File: src/rtl/vec_operand_sequencer_if.sv
// vec_operand_sequencer_if: command, register-file and ALU signal bundle for the operand sequencer.
// slave = the sequencer itself; master = the environment (command source, RF, ALU).
// The ALU-side vap copy is named alu_vap because vap is already taken by the command input.
interface vec_operand_sequencer_if;
  // command and status
  logic         start;
  logic [7:0]   instr;
  logic [9:0]   sew;
  logic [3:0]   vap;
  logic [4:0]   vs1;
  logic [4:0]   vs2;
  logic [4:0]   vd;
  logic         busy;
  logic         done;
  // register-file read port (data one cycle after address)
  logic [4:0]   rf_raddr;
  logic [1:0]   rf_rword;
  logic [31:0]  rf_rdata;
  // register-file write port
  logic         rf_we;
  logic [4:0]   rf_waddr;
  logic [1:0]   rf_wword;
  logic [31:0]  rf_wdata;
  // ALU side
  logic [7:0]   micro_exec_instr;
  logic [9:0]   SEW;
  logic [3:0]   alu_vap;
  logic [127:0] opA;
  logic [127:0] opB;
  logic [127:0] opC;
  logic         alu_start;
  logic [127:0] alu_out;
  logic         alu_done;

  modport slave (
    input  start, instr, sew, vap, vs1, vs2, vd,
    input  rf_rdata, alu_out, alu_done,
    output busy, done,
    output rf_raddr, rf_rword,
    output rf_we, rf_waddr, rf_wword, rf_wdata,
    output micro_exec_instr, SEW, alu_vap, opA, opB, opC, alu_start
  );

  modport master (
    output start, instr, sew, vap, vs1, vs2, vd,
    output rf_rdata, alu_out, alu_done,
    input  busy, done,
    input  rf_raddr, rf_rword,
    input  rf_we, rf_waddr, rf_wword, rf_wdata,
    input  micro_exec_instr, SEW, alu_vap, opA, opB, opC, alu_start
  );
endinterface

File: src/rtl/vec_operand_sequencer.sv
// vec_operand_sequencer: reads vector operands word by word, launches the ALU, writes the result to vd.
// Latency start->done: (reads+1) READ + 1 ISSUE + ALU cycles in WAIT + NWORDS WB + 1 DONE.
// Backpressure: start ignored while busy; WAIT holds until alu_done. Option macro: VOS_SAME_REG_BYPASS_EN.
module vec_operand_sequencer #(
  parameter int NWORDS = 4
) (
  input logic                    clk,
  input logic                    reset,
  vec_operand_sequencer_if.slave bus
);
  localparam int WW = $clog2(NWORDS);
  localparam int CW = $clog2(3 * NWORDS + 1);
  localparam int VW = 32 * NWORDS;

  // operand slot codes
  localparam logic [1:0] OP_A = 2'd0;
  localparam logic [1:0] OP_B = 2'd1;
  localparam logic [1:0] OP_C = 2'd2;

  typedef enum logic [2:0] {IDLE, READ, ISSUE, WAIT, WB, DONE} state_t;

  state_t          state_q, state_d;
  logic [7:0]      instr_q, instr_d;
  logic [9:0]      sew_q, sew_d;
  logic [3:0]      vap_q, vap_d;
  logic [4:0]      vs1_q, vs1_d;
  logic [4:0]      vs2_q, vs2_d;
  logic [4:0]      vd_q, vd_d;
  logic            three_q, three_d;
  logic            skip_b_q, skip_b_d;
  logic [CW-1:0]   cnt_q, cnt_d;
  logic [VW-1:0]   opa_q, opa_d;
  logic [VW-1:0]   opb_q, opb_d;
  logic [VW-1:0]   opc_q, opc_d;
  logic [VW-1:0]   res_q, res_d;

  logic [CW-1:0]   n_reads;
  logic [CW-1:0]   cap_idx;
  logic [1:0]      rd_op;
  logic [1:0]      cap_op;
  logic [WW-1:0]   rd_word;
  logic [WW-1:0]   cap_word;

  // Map a read-slot position (0,1,2) to the operand it fills; B is skipped when bypassed.
  function automatic logic [1:0] slot_op(input logic [1:0] pos, input logic skip);
    return (skip && pos != 2'd0) ? pos + 2'd1 : pos;
  endfunction

  // Number of reads for the latched command, and which operand/word the counter addresses
  // (rd_* for the address issued now, cap_* for the data returning now).
  always_comb begin
    n_reads  = CW'(NWORDS * ((three_q ? 3 : 2) - (skip_b_q ? 1 : 0)));
    cap_idx  = cnt_q - CW'(1);
    rd_op    = slot_op(2'(cnt_q / CW'(NWORDS)), skip_b_q);
    rd_word  = WW'(cnt_q % CW'(NWORDS));
    cap_op   = slot_op(2'(cap_idx / CW'(NWORDS)), skip_b_q);
    cap_word = WW'(cap_idx % CW'(NWORDS));
  end

  // Next-state logic, operand assembly and the RF/ALU/status outputs.
  always_comb begin
    state_d  = state_q;
    instr_d  = instr_q;
    sew_d    = sew_q;
    vap_d    = vap_q;
    vs1_d    = vs1_q;
    vs2_d    = vs2_q;
    vd_d     = vd_q;
    three_d  = three_q;
    skip_b_d = skip_b_q;
    cnt_d    = cnt_q;
    opa_d    = opa_q;
    opb_d    = opb_q;
    opc_d    = opc_q;
    res_d    = res_q;

    bus.busy      = (state_q != IDLE);
    bus.done      = 1'b0;
    bus.rf_raddr  = 5'd0;
    bus.rf_rword  = 2'd0;
    bus.rf_we     = 1'b0;
    bus.rf_waddr  = 5'd0;
    bus.rf_wword  = 2'd0;
    bus.rf_wdata  = 32'd0;
    bus.alu_start = 1'b0;

    case (state_q)
      IDLE: begin
        if (bus.start) begin
          instr_d = bus.instr;
          sew_d   = bus.sew;
          vap_d   = bus.vap;
          vs1_d   = bus.vs1;
          vs2_d   = bus.vs2;
          vd_d    = bus.vd;
          three_d = (bus.instr == 8'h02) || (bus.instr == 8'h05);
`ifdef VOS_SAME_REG_BYPASS_EN
          skip_b_d = (bus.vs1 == bus.vs2);
`else
          skip_b_d = 1'b0;
`endif
          cnt_d   = '0;
          opa_d   = '0;
          opb_d   = '0;
          opc_d   = '0;
          state_d = READ;
        end
      end

      READ: begin
        // address phase: one word per cycle until all reads are issued
        if (cnt_q < n_reads) begin
          case (rd_op)
            OP_A:    bus.rf_raddr = vs1_q;
            OP_B:    bus.rf_raddr = vs2_q;
            default: bus.rf_raddr = vd_q;
          endcase
          bus.rf_rword = 2'(rd_word);
        end
        // data phase: the word addressed last cycle is on rf_rdata now
        if (cnt_q != '0) begin
          case (cap_op)
            OP_A:    opa_d[32*cap_word +: 32] = bus.rf_rdata;
            OP_B:    opb_d[32*cap_word +: 32] = bus.rf_rdata;
            OP_C:    opc_d[32*cap_word +: 32] = bus.rf_rdata;
            default: ;
          endcase
        end
        if (cnt_q == n_reads) begin
          if (skip_b_q) opb_d = opa_d;
          cnt_d   = '0;
          state_d = ISSUE;
        end else begin
          cnt_d = cnt_q + CW'(1);
        end
      end

      ISSUE: begin
        bus.alu_start = 1'b1;
        state_d       = WAIT;
      end

      WAIT: begin
        if (bus.alu_done) begin
          res_d   = bus.alu_out;
          cnt_d   = '0;
          state_d = WB;
        end
      end

      WB: begin
        bus.rf_we    = 1'b1;
        bus.rf_waddr = vd_q;
        bus.rf_wword = 2'(cnt_q[WW-1:0]);
        bus.rf_wdata = res_q[32*cnt_q[WW-1:0] +: 32];
        if (cnt_q == CW'(NWORDS - 1)) begin
          cnt_d   = '0;
          state_d = DONE;
        end else begin
          cnt_d = cnt_q + CW'(1);
        end
      end

      DONE: begin
        bus.done = 1'b1;
        state_d  = IDLE;
      end

      default: state_d = IDLE;
    endcase
  end

  // State and datapath registers; reset abandons any command in flight.
  always_ff @(posedge clk or posedge reset) begin
    if (reset) begin
      state_q  <= IDLE;
      instr_q  <= '0;
      sew_q    <= '0;
      vap_q    <= '0;
      vs1_q    <= '0;
      vs2_q    <= '0;
      vd_q     <= '0;
      three_q  <= 1'b0;
      skip_b_q <= 1'b0;
      cnt_q    <= '0;
      opa_q    <= '0;
      opb_q    <= '0;
      opc_q    <= '0;
      res_q    <= '0;
    end else begin
      state_q  <= state_d;
      instr_q  <= instr_d;
      sew_q    <= sew_d;
      vap_q    <= vap_d;
      vs1_q    <= vs1_d;
      vs2_q    <= vs2_d;
      vd_q     <= vd_d;
      three_q  <= three_d;
      skip_b_q <= skip_b_d;
      cnt_q    <= cnt_d;
      opa_q    <= opa_d;
      opb_q    <= opb_d;
      opc_q    <= opc_d;
      res_q    <= res_d;
    end
  end

  // Operands and command fields are held in registers, so they stay stable through WAIT.
  assign bus.opA              = opa_q;
  assign bus.opB              = opb_q;
  assign bus.opC              = opc_q;
  assign bus.micro_exec_instr = instr_q;
  assign bus.SEW              = sew_q;
  assign bus.alu_vap          = vap_q;
endmodule

File: src/flat_wrapper.sv
// flat-port wrapper written by rule: the top's interface ports become plain ports
module vec_operand_sequencer_flat 
#(
  parameter int NWORDS = 4
)
  (clk, reset, bus_start, bus_instr, bus_sew, bus_vap, bus_vs1, bus_vs2, bus_vd, bus_rf_rdata, bus_alu_out, bus_alu_done, bus_busy, bus_done, bus_rf_raddr, bus_rf_rword, bus_rf_we, bus_rf_waddr, bus_rf_wword, bus_rf_wdata, bus_micro_exec_instr, bus_SEW, bus_alu_vap, bus_opA, bus_opB, bus_opC, bus_alu_start);
  vec_operand_sequencer_if bus_i ();
  input logic clk;
  input logic reset;
  input wire logic [$bits(bus_i.start)-1:0] bus_start;
  input wire logic [$bits(bus_i.instr)-1:0] bus_instr;
  input wire logic [$bits(bus_i.sew)-1:0] bus_sew;
  input wire logic [$bits(bus_i.vap)-1:0] bus_vap;
  input wire logic [$bits(bus_i.vs1)-1:0] bus_vs1;
  input wire logic [$bits(bus_i.vs2)-1:0] bus_vs2;
  input wire logic [$bits(bus_i.vd)-1:0] bus_vd;
  input wire logic [$bits(bus_i.rf_rdata)-1:0] bus_rf_rdata;
  input wire logic [$bits(bus_i.alu_out)-1:0] bus_alu_out;
  input wire logic [$bits(bus_i.alu_done)-1:0] bus_alu_done;
  output wire logic [$bits(bus_i.busy)-1:0] bus_busy;
  output wire logic [$bits(bus_i.done)-1:0] bus_done;
  output wire logic [$bits(bus_i.rf_raddr)-1:0] bus_rf_raddr;
  output wire logic [$bits(bus_i.rf_rword)-1:0] bus_rf_rword;
  output wire logic [$bits(bus_i.rf_we)-1:0] bus_rf_we;
  output wire logic [$bits(bus_i.rf_waddr)-1:0] bus_rf_waddr;
  output wire logic [$bits(bus_i.rf_wword)-1:0] bus_rf_wword;
  output wire logic [$bits(bus_i.rf_wdata)-1:0] bus_rf_wdata;
  output wire logic [$bits(bus_i.micro_exec_instr)-1:0] bus_micro_exec_instr;
  output wire logic [$bits(bus_i.SEW)-1:0] bus_SEW;
  output wire logic [$bits(bus_i.alu_vap)-1:0] bus_alu_vap;
  output wire logic [$bits(bus_i.opA)-1:0] bus_opA;
  output wire logic [$bits(bus_i.opB)-1:0] bus_opB;
  output wire logic [$bits(bus_i.opC)-1:0] bus_opC;
  output wire logic [$bits(bus_i.alu_start)-1:0] bus_alu_start;
  assign bus_i.start = bus_start;
  assign bus_i.instr = bus_instr;
  assign bus_i.sew = bus_sew;
  assign bus_i.vap = bus_vap;
  assign bus_i.vs1 = bus_vs1;
  assign bus_i.vs2 = bus_vs2;
  assign bus_i.vd = bus_vd;
  assign bus_i.rf_rdata = bus_rf_rdata;
  assign bus_i.alu_out = bus_alu_out;
  assign bus_i.alu_done = bus_alu_done;
  assign bus_busy = bus_i.busy;
  assign bus_done = bus_i.done;
  assign bus_rf_raddr = bus_i.rf_raddr;
  assign bus_rf_rword = bus_i.rf_rword;
  assign bus_rf_we = bus_i.rf_we;
  assign bus_rf_waddr = bus_i.rf_waddr;
  assign bus_rf_wword = bus_i.rf_wword;
  assign bus_rf_wdata = bus_i.rf_wdata;
  assign bus_micro_exec_instr = bus_i.micro_exec_instr;
  assign bus_SEW = bus_i.SEW;
  assign bus_alu_vap = bus_i.alu_vap;
  assign bus_opA = bus_i.opA;
  assign bus_opB = bus_i.opB;
  assign bus_opC = bus_i.opC;
  assign bus_alu_start = bus_i.alu_start;
  vec_operand_sequencer #(.NWORDS(NWORDS)) u_core (.clk(clk), .reset(reset), .bus(bus_i));
endmodule
File: config.mk
export PLATFORM = sky130hd
export DESIGN_NAME = vec_operand_sequencer_flat
export DESIGN_NICKNAME = d
export VERILOG_FILES = /design/src/rtl/vec_operand_sequencer_if.sv /design/src/rtl/vec_operand_sequencer.sv /design/src/flat_wrapper.sv
export SDC_FILE = /design/constraint.sdc
export NUM_CORES = 1
export LEC_CHECK = 0
export ABC_AREA = 1
export CAP_MARGIN = 20
export CORE_AREA = 5 5 252 254
export DETAILED_ROUTE_END_ITERATION = 12
export DIE_AREA = 0 0 257 259
export HOLD_SLACK_MARGIN = 0.12
export PLACE_DENSITY = 0.78
export SKIP_CTS_REPAIR_TIMING = 1
export SYNTH_ARGS = -nofsm -noshare
export SYNTH_HDL_FRONTEND = slang
export SYNTH_SLANG_ARGS = --single-unit
export TNS_END_PERCENT = 5
File: constraint.sdc
create_clock -name clk -period 40.5 [get_ports clk]
set_input_delay 8.1 -clock clk [delete_from_list [all_inputs] [get_ports clk]]
set_output_delay 8.1 -clock clk [all_outputs]
set_load 0.05 [all_outputs]
==> metrics.txt <==
unrepaired setup endpoints after global routing no; measured slew at the worst slew-check pin around 1.1 ns; Critical Path AT around 13 ns; Synth Warn # 0; ranking of synthesized cells by area dfrtp_1 55%, nand2_1 15%, nand4_1 9.6%; Int Pwr 1240 uW; FF+latch count, synth ~560; fmax 0.0831 GHz; largest net degree at the start of global routing 146; ANT nets after route 0; combinational share of power 0.439; top_reg_cell synth dfrtp_1; Synth Cell Area 0.0252 sq mm; vias per inst approximately 5.6; drt first pass iters 6; Finish-stage setup viols 0; most common cell in the netlist nand2_1; min-delay worst type reg -> reg; NetSw 1070 uW; initial antenna violation count 5; Num CTS Buffers slightly below 60; first-iteration detailed-routing DRC count ~2300; critical-path cell list clkdlybuf4s50_1, nand2_2, buf_4, nand2_8, buf_4, buf_4, nand3_2, nand2_1, nand2_1; Clk pwr share 0.239; status complete, no violations; Max H-tree Level 2; final hold vios 0; Crit. End Element flip-flop; Finished Layout Cells 4211; Vias between 20000 and 25000; sequential cell area approximately 0.014 sq mm; Sw Share 0.463; met3 Use GR 0.0950; first-pass GRT wire length 145 mm; Final Net Count around 3600; Syn Inst Count around 2900; Synth cell types 32; Most Crowded Layer GR met2; Pwr Total roughly 2300 uW; GRT overflow 0; Clock Latency Late Sink 0.64 ns; share of the synthesized area in the top cell type 0.554; DIE AREA approximately 0.067 sq mm; fill count 5387; Tmin final roughly 12 ns; slew margin rel. 0.256; Detailed Place HPWL 68.3 mm; hold_ws 0.469 ns; crit start category input pin; Avg Synthesized Cell Area 8.77 sq um; DRC errors left 0; CTS max path bufs 3; Leak Pwr around 0.016 uW; Post-synth EDFFs 0; M1 GR Usage 0.344; Clock transition at path regs 0.06 ns; clk sink count approximately 560; post-synthesis net count just over 3000; Area Overhead vs Synth 34.4%; placed insts 4099; Yosys top cell by area dfrtp_1; Max FO, Critical Path ~150; Async S/R FF share, synth 1.00; Die W approximately 260 microns; period utilisation layout 0.297; buffers added on ports about 660; Crit Path Category in -> reg; Clock Skew between 0.03 and 0.04 ns; CP Buf/Inv Count 4; Crit path required time roughly 41 ns; wire length per cell around 23 microns; dpl cell area 0.0318 sq mm; Clock Root Buffer clkbuf_16; setup TNS 0 ns; P per Cell Area 68.4 mW/mm^2; Die Y-Extent between 200 and 300 microns; share of layout cells above drive strength 1 0.0758; vias in the first global route 22443; # IOs approximately 660; CTS tree built; core area a little over 0.06 sq mm; Starting Density 0.412; Crit path max-delay family buffers and inverters; Seq pwr share 0.321; GP Congestion between 0.8 and 0.9; CP max stage delay around 0.85 ns; Multi-input gate area roughly 0.0096 sq mm; drt total wl just under 100 mm; design area 0.0338 sq mm; sequential area share after synthesis 0.554; CP max stage cell buf_4; worst vdd ir 0.0000633 V; CP most frequent cell buf_4; row count slightly above 90; Synth top cells by count 986 x nand2_1, 557 x dfrtp_1, 386 x nand4_1; Final Max Tran Viols 0; grt met2 use 0.462; max cap viols 0; gr usage total 0.283
-- power groups by stage --
stage | clock network [uW] | logic [uW] | registers (uW)
finish | 553 | 1020 | 743
global route | 582 | 1080 | 755
detailed placement | 0 | 1010 | 751
floorplan | 0 | 591 | 870
global placement | 0 | 994 | 747
CTS | 559 | 1010 | 742
-- metal layers --
| metal | wire length [microns] | part of all wire | vias up |
|---|---|---|---|
| met4 | 4810 | 0.049 | 6 |
| met1 | 36600 | 0.37 | 11319 |
| met2 | 46500 | 0.47 | 1280 |
| li1 | - | - | 10549 |
| met3 | 10700 | 0.11 | 226 |
| met5 | 40 | 0.00041 | - |
-- state kept, by name (all words and copies together) (netlist names) --
register                     count
u_core.cnt_q                     4
u_core.bus.SEW                  10
u_core.bus.alu_vap               4
u_core.vs2_q                     5
u_core.bus.opA                 128
u_core.vd_q                      5
u_core.three_q                   1
u_core.bus.micro_exec_instr      8
u_core.state_q                   3
u_core.res_q                   128
u_core.bus.opB                 128
u_core.vs1_q                     5
u_core.bus.opC                 128
-- metrics by stage --
stage,setup slack [ns],utilization
2_1_floorplan,16.82,-
3_3_place_gp,28.03,0.521
3_5_place_dp,27.95,0.521
4_1_cts,28.53,0.553
5_1_grt,28.16,0.554
6_report,28.46,0.554
-- cell families (layout without fill, tap and decap cells) --
family | Yosys count | after routing | synth area share
AND/OR/NAND/NOR | 1684 | 1684 | 0.297
other | 0 | 5 | 0
adder cells (fa/ha/maj) | 8 | 8 | 0.00398
buffers and inverters | 355 | 902 | 0.0642
flip-flops | 557 | 557 | 0.554
AO/OA/AOI/OAI | 162 | 162 | 0.0346
XOR/XNOR | 4 | 4 | 0.00139
multiplexers | 99 | 99 | 0.0443
-- path summary, 6_finish.rpt --
path / from / end / slack [ns] / depth (start not counted)
worst max-delay path: bus_start / u_core.bus.opB[84] / 28.46 / 9
worst min-delay path: u_core.bus.opB[98] / u_core.bus.opB[98] / 0.47 / 2
max in group asynchronous: reset / u_core.bus.opA[87] / 30.19 / 4
worst min register to register: u_core.bus.opB[98] / u_core.bus.opB[98] / 0.47 / 2
worst max register to register: u_core.cnt_q[0] / u_core.bus.opB[84] / 35.07 / 10
min in group asynchronous: reset / u_core.bus.opB[18] / 8.08 / 2
-- cells in the final DEF (no fill, tap or decap), types with 2 or more instances in the layout --
master and count:
a21oi_1 73, o211ai_1 22, buf_16 2, clkbuf_8 13
or2_2 2, nor3_1 35, o21ai_0 66, nand3_1 14
ha_1 8, dfrtp_1 555, clkinv_2 12, diode_2 5
nand2_4 6, clkdlybuf4s50_1 656, clkinvlp_4 3, buf_4 25
clkbuf_1 8, bufinv_16 4, xor2_1 3, nand4_1 386
nand2_1 985, inv_1 107, nand3_2 11, mux2_2 99
inv_2 3, or2_4 3, nor2_1 235, clkbuf_16 59
inv_6 4, nor2_4 3
-- final cells by class --
cell class / count / area share
tap: 790 / 0.0292
antenna: 5 / 0.000370
timing repair buffer: 684 / 0.202
inverter: 113 / 0.0128
clock buffer: 80 / 0.0499
sequential: 557 / 0.412
multi-input combinational: 1957 / 0.285
clock inverter: 25 / 0.00788
-- worst reg2reg max path: cells and delay by family (launching register included) --
family / cells / cell delay, ns
buffers and inverters: 4 / 2.24
flip-flops: 1 / 0.79
AND/OR/NAND/NOR: 4 / 1.80
AO/OA/AOI/OAI: 1 / 0.12
adder cells (fa/ha/maj): 1 / 0.36
(Power assumes the default switching activity.)
